**src/rtl/dds_sweep_ctrl.sv**
```systemverilog
// dds_sweep_ctrl: frequency-word sweep sequencer for a DDS phase accumulator.
// Steps KW_Out from start toward stop, holding each word for dwell+1 cycles and
// clamping the final word to stop. Supports repeat, abort and single-point sweeps.
// Optional macro DDS_SWEEP_WAVE_CYCLE_EN: the waveform select loads on start and
// advances 0->1->2->0 at each sweep end. Without it, the select is a registered copy
// of the input.
module dds_sweep_ctrl #(
   parameter int unsigned KW_W    = 12,
   parameter int unsigned DWELL_W = 16
) (
   input  logic               CLK,
   input  logic               RSTn,
   input  logic               Start_In,
   input  logic               Abort_In,
   input  logic               Repeat_In,
   input  logic [KW_W-1:0]    KW_Start_In,
   input  logic [KW_W-1:0]    KW_Stop_In,
   input  logic [KW_W-1:0]    KW_Step_In,
   input  logic [DWELL_W-1:0] Dwell_In,
   input  logic [1:0]         Wave_Sel_In,
   output logic [KW_W-1:0]    KW_Out,
   output logic [1:0]         Wave_Sel_Out,
   output logic               Busy_Out,
   output logic               Done_Out
);

   typedef enum logic [1:0] {StIdle, StSweep, StLast} state_e;

   state_e             state_q, state_d;
   logic [KW_W-1:0]    kw_q, kw_d;
   logic [KW_W-1:0]    start_q, start_d;
   logic [KW_W-1:0]    stop_q, stop_d;
   logic [KW_W-1:0]    step_q, step_d;
   logic [DWELL_W-1:0] dwell_q, dwell_d;
   logic [DWELL_W-1:0] cnt_q, cnt_d;
   logic               done_q, done_d;
   logic [1:0]         wave_q, wave_d;
   logic [KW_W:0]      next_sum;
   logic               start_acc;

   // Next-state, datapath and sweep-end decode
   always_comb begin
      state_d   = state_q;
      kw_d      = kw_q;
      start_d   = start_q;
      stop_d    = stop_q;
      step_d    = step_q;
      dwell_d   = dwell_q;
      cnt_d     = cnt_q;
      done_d    = 1'b0;
      start_acc = 1'b0;
      // One extra bit so an overshoot past the top of the range clamps instead of wrapping
      next_sum  = {1'b0, kw_q} + {1'b0, step_q};

      if (Abort_In) begin
         state_d = StIdle;
      end else begin
         unique case (state_q)
            StIdle: begin
               if (Start_In) begin
                  start_acc = 1'b1;
                  start_d   = KW_Start_In;
                  stop_d    = KW_Stop_In;
                  step_d    = (KW_Step_In == '0) ? KW_W'(1) : KW_Step_In;
                  dwell_d   = Dwell_In;
                  kw_d      = KW_Start_In;
                  cnt_d     = Dwell_In;
                  state_d   = (KW_Stop_In <= KW_Start_In) ? StLast : StSweep;
               end
            end
            StSweep: begin
               if (cnt_q != '0) begin
                  cnt_d = cnt_q - DWELL_W'(1);
               end else begin
                  cnt_d = dwell_q;
                  if (next_sum < {1'b0, stop_q}) begin
                     kw_d = next_sum[KW_W-1:0];
                  end else begin
                     kw_d    = stop_q;
                     state_d = StLast;
                  end
               end
            end
            StLast: begin
               if (cnt_q != '0) begin
                  cnt_d = cnt_q - DWELL_W'(1);
               end else begin
                  done_d = 1'b1;
                  if (Repeat_In) begin
                     kw_d  = start_q;
                     cnt_d = dwell_q;
                     // A single-point sweep repeats as single-point rather than clamping to stop
                     state_d = (stop_q <= start_q) ? StLast : StSweep;
                  end else begin
                     state_d = StIdle;
                  end
               end
            end
            default: state_d = StIdle;
         endcase
      end
   end

`ifdef DDS_SWEEP_WAVE_CYCLE_EN
   // Waveform select: load on accepted start, advance on each sweep end
   always_comb begin
      wave_d = wave_q;
      if (start_acc) begin
         wave_d = Wave_Sel_In;
      end else if (done_d) begin
         wave_d = (wave_q >= 2'd2) ? 2'd0 : wave_q + 2'd1;
      end
   end
`else
   // Waveform select: plain registered copy of the user select
   always_comb begin
      wave_d = Wave_Sel_In;
   end
`endif

   // State and datapath registers with asynchronous active-low reset
   always_ff @(posedge CLK or negedge RSTn) begin
      if (!RSTn) begin
         state_q <= StIdle;
         kw_q    <= '0;
         start_q <= '0;
         stop_q  <= '0;
         step_q  <= '0;
         dwell_q <= '0;
         cnt_q   <= '0;
         done_q  <= 1'b0;
         wave_q  <= 2'd0;
      end else begin
         state_q <= state_d;
         kw_q    <= kw_d;
         start_q <= start_d;
         stop_q  <= stop_d;
         step_q  <= step_d;
         dwell_q <= dwell_d;
         cnt_q   <= cnt_d;
         done_q  <= done_d;
         wave_q  <= wave_d;
      end
   end

   // Output mapping
   always_comb begin
      KW_Out       = kw_q;
      Wave_Sel_Out = wave_q;
      Busy_Out     = (state_q != StIdle);
      Done_Out     = done_q;
   end

endmodule

```
**config.mk**
```make
export PLATFORM = sky130hd
export DESIGN_NAME = dds_sweep_ctrl
export DESIGN_NICKNAME = d
export VERILOG_FILES = /design/src/rtl/dds_sweep_ctrl.sv
export SDC_FILE = /design/constraint.sdc
export NUM_CORES = 1
export LEC_CHECK = 0
export CORE_UTILIZATION = 50
export DETAILED_ROUTE_END_ITERATION = 6
export PLACE_DENSITY_LB_ADDON = 0.2
export SYNTH_ARGS = -nofsm -noshare
export SYNTH_HDL_FRONTEND = slang
export SYNTH_SLANG_ARGS = --single-unit
```
**constraint.sdc**
```tcl
create_clock -name CLK -period 6 [get_ports CLK]
set_input_delay 1.8 -clock CLK [delete_from_list [all_inputs] [get_ports CLK]]
set_output_delay 1.8 -clock CLK [all_outputs]
set_load 0.05 [all_outputs]
```
==> reports/qor.txt <==
Status - finished, final reports clean
Share of power burned in combinational logic - 0.584
Number of inserted filler cells in the final layout - 971
Total of max-cap violations - 0
Aggregate routed wire length - 14.3 mm
Net count of the mapped netlist - 728
Number of detailed-route iterations in the first pass - 4
Internal power consumption - 0.00218 W
DRT iter0 DRCs - 388
Total of buffers placed on input and output ports - 74
Drc violations - 0
Die Wd - 108 µm
Clock share of power - 0.145
H-tree level count - 3
Switching share of total power - 0.469
Commonest register cell after synthesis - dfrtp_1
Data required time at the worst endpoint - 6230 ps
Worst-case setup margin in the final layout - 1400 ps
Final Skew - 10.4 ps
Leakage component of the power - 2.92 nW
Clock transition at the registers of the reported paths - 60 ps
Die extent in y - 108 µm
Sequential-to-total area share from yosys stat - 0.376
Type of the worst setup path - flip-flop to flip-flop
Maximum clock frequency - 217 MHz
Via count of the first global-routing pass - 4691
RSZ-0062 raised after global routing - no
Type of the tightest min-delay check - flip-flop to flip-flop
Gr ovfl total - 0
Slew Limit Headroom - 0.284
Power density relative to cell area - 604 nW/µm²
Number of hold-repair buffers added at the cts stage - 0
Effective utilization at floorplan - 0.518
Number of warnings printed during yosys synthesis - 0
Multi-input logic area - 3200 µm²
TritonCTS Buffers - 9
DIE AREA - 11800 µm²
Average cell area after synthesis - 9.21 µm²
CTS Sinks - 85
Layout Utilization - 0.621
Clock buffer depth - 2
Unique cell type count in the Yosys netlist - 59
Worst-path maximum fanout - 14
Estimated wirelength of the detail-placed design - 10.5 mm
Layout Area Growth over Synthesis - 20.0%
Setup repair bufs after CTS - 0
Source-to-sink clock delay at the later pin of the worst-skew pair - 340 ps
Core area - 10900 µm²
Number of storage elements in the synthesis netlist - 85
Share of async-settable or async-resettable flops after synthesis - 1.00
Number of placed I/O pins - 75
Syn Inst Count - 615
Register area - 2130 µm²
DR vias - 4902
CTS tree - yes
Net switching power figure - 0.00192 W
Count of flip-flops with a built-in enable after synthesis - 0
Count of pins over their slew limit - 0
Mapped cell area - 5660 µm²
Max IR drop VDD - 273 µV
Period utilisation layout - 0.767
Clock period minus final worst setup slack - 4600 ps
Final routed wire length divided by cell count - 17.3 µm
Global-route wire length before repair - 23.3 mm
Arrival time of data at the critical path endpoint - 4830 ps
Pin count of the biggest net entering global routing - 61
Ratio of cells with drive above 1 in the final layout - 0.107
Final weighted congestion of routability-driven global placement - 0.899
Worst setup timing slack at the placement stage - 1490 ps
Average via count per standard cell - 5.95
Number of antenna diodes - 0
Number of nets in the finished design - 792
Reg power frac - 0.271
Number of hold-slack violations in the final timing report - 0
Worst Setup End Kind - flip-flop
Routed Antenna Nets - 0
Global-route usage over all layers - 0.259
Clk Tree Root Cell - clkbuf_16
Setup violators final - 0
Setup crit start kind - flip-flop
Summed negative setup slack over all endpoints - 0 ps
# resized after CTS - 0
Tightest Pin Transition - 1070 ps
Initial antenna violation count - 0
Placement Rows - 38
## Yosys cell counts (2+ instances only)
cell	count	area share
a211oi_1	9	0.012
buf_6	3	0.0060
mux2_2	39	0.078
buf_2	3	0.0027
nor4_1	5	0.0055
o21a_1	6	0.0080
o311ai_0	3	0.0046
xor2_1	6	0.0093
o211ai_1	10	0.013
buf_1	2	0.0013
nand3_1	14	0.012
xnor2_1	10	0.015
clkinv_1	2	0.0013
a211o_1	2	0.0031
o2111ai_1	2	0.0031
nand2_1	50	0.033
a21oi_1	73	0.065
mux2i_1	8	0.014
a21o_1	2	0.0027
a31o_2	2	0.0031
nor3_1	17	0.015
nor2_1	39	0.026
o2bb2ai_1	2	0.0031
inv_1	50	0.033
or4_4	2	0.0040
dfrtp_1	85	0.38
and2_1	3	0.0033
o21ai_0	25	0.022
o31ai_1	6	0.0080
or4_1	4	0.0053
ha_1	53	0.12
o21bai_1	2	0.0027
and3_1	3	0.0033
clkbuf_1	17	0.011
nand4_1	8	0.0088
a22oi_1	2	0.0027
a31oi_1	24	0.027
## layer usage
layer  track usage  up-vias  wire length, µm
li1              -     2376                -
met3        0.0301       15              810
met5             0        -                0
met1         0.388     2351             7030
met2         0.383      160             6200
met4        0.0917        0              218
## kinds of logic (layout without fill, tap and decap cells)
group | count (synthesis) | in the layout | share of synthesized area
muxes | 47 | 47 | 0.0917
AOI/OAI and AO/OA | 180 | 180 | 0.197
xor gates and xnor gates | 16 | 16 | 0.0247
and+or+nand+nor | 154 | 154 | 0.131
adders and majority gates | 54 | 54 | 0.121
buffers and inverters | 79 | 148 | 0.0597
DFF | 85 | 85 | 0.376
## worst max-delay path, stage by stage (launching register included)
cell      delay [ps]
dfrtp_1          410
ha_1             240
fa_1             420
a21oi_1          250
o211ai_1         160
a31o_2           280
a21oi_1          170
xnor2_1          190
ha_1             300
a21o_1           160
a211o_1          290
a211oi_1         170
o21a_1           470
and2_1           540
a31oi_1          160
o31ai_1          280
## power groups by stage
stage	clock (W)	combinational (W)	sequential (W)
2_1_floorplan	0	0.00167	0.00116
3_3_place_gp	0	0.00229	0.00109
3_5_place_dp	0	0.00235	0.00111
4_1_cts	0.000601	0.00238	0.00111
5_1_grt	0.000625	0.00268	0.00115
6_report	0.000594	0.00240	0.00111
## through the flow
step                power [W]  cells  cell area (µm²)  hold slack [ps]
floorplan             0.00283    615             5660              450
global placement      0.00338    808             6480              468
detailed placement    0.00346    808             6480              476
CTS                   0.00408    824             6800              491
global route          0.00445    824             6800              520
finish                0.00410    824             6800              490
## state kept, by name, indices dropped and copies added, names as in the netlist
register / count
KW_Out: 12
dwell_q: 16
cnt_q: 16
Done_Out: 1
state_q: 2
start_q: 12
step_q: 12
stop_q: 12
Wave_Sel_Out: 2
## placed cells by master, fill, tap and decap left out, types with 5 or more instances in the layout
cell,netlist,routed
nand3_1,14,14
o21a_1,6,6
xnor2_1,10,10
a21oi_1,73,73
ha_1,53,53
o211ai_1,10,10
o31ai_1,6,6
mux2i_1,8,8
nor2_1,39,39
clkdlybuf4s50_1,0,73
o21ai_0,25,25
a211oi_1,9,9
dfrtp_1,85,85
inv_1,50,50
nand4_1,8,8
xor2_1,6,6
a31oi_1,24,24
buf_4,0,7
nor3_1,17,17
nand2_1,50,50
nor4_1,5,5
clkbuf_16,0,9
mux2_2,39,39
## worst paths after layout
check	to	from	slack, ps	cells after the start
worst min register to register	stop_q[0]$_DFFE_PN0P_	stop_q[0]$_DFFE_PN0P_	490	2
max in group asynchronous	cnt_q[12]$_DFFE_PN0P_	RSTn	3530	2
worst min-delay path	stop_q[0]$_DFFE_PN0P_	stop_q[0]$_DFFE_PN0P_	490	2
min in group asynchronous	stop_q[1]$_DFFE_PN0P_	RSTn	1370	1
worst max register to register	KW_Out[11]$_DFFE_PN0P_	KW_Out[0]$_DFFE_PN0P_	1400	15
worst max-delay path	KW_Out[11]$_DFFE_PN0P_	KW_Out[0]$_DFFE_PN0P_	1400	15
## final cells by class
class,instances,share of cell area
Tap cell,140,0.0258
Sequential cell,85,0.313
Clock buffer,10,0.0337
Timing Repair Buffer,80,0.115
Multi-Input combinational cell,451,0.471
Inverter,52,0.0287
Clock inverter,6,0.0129
No activity file was read; power rests on OpenSTA's default activity.
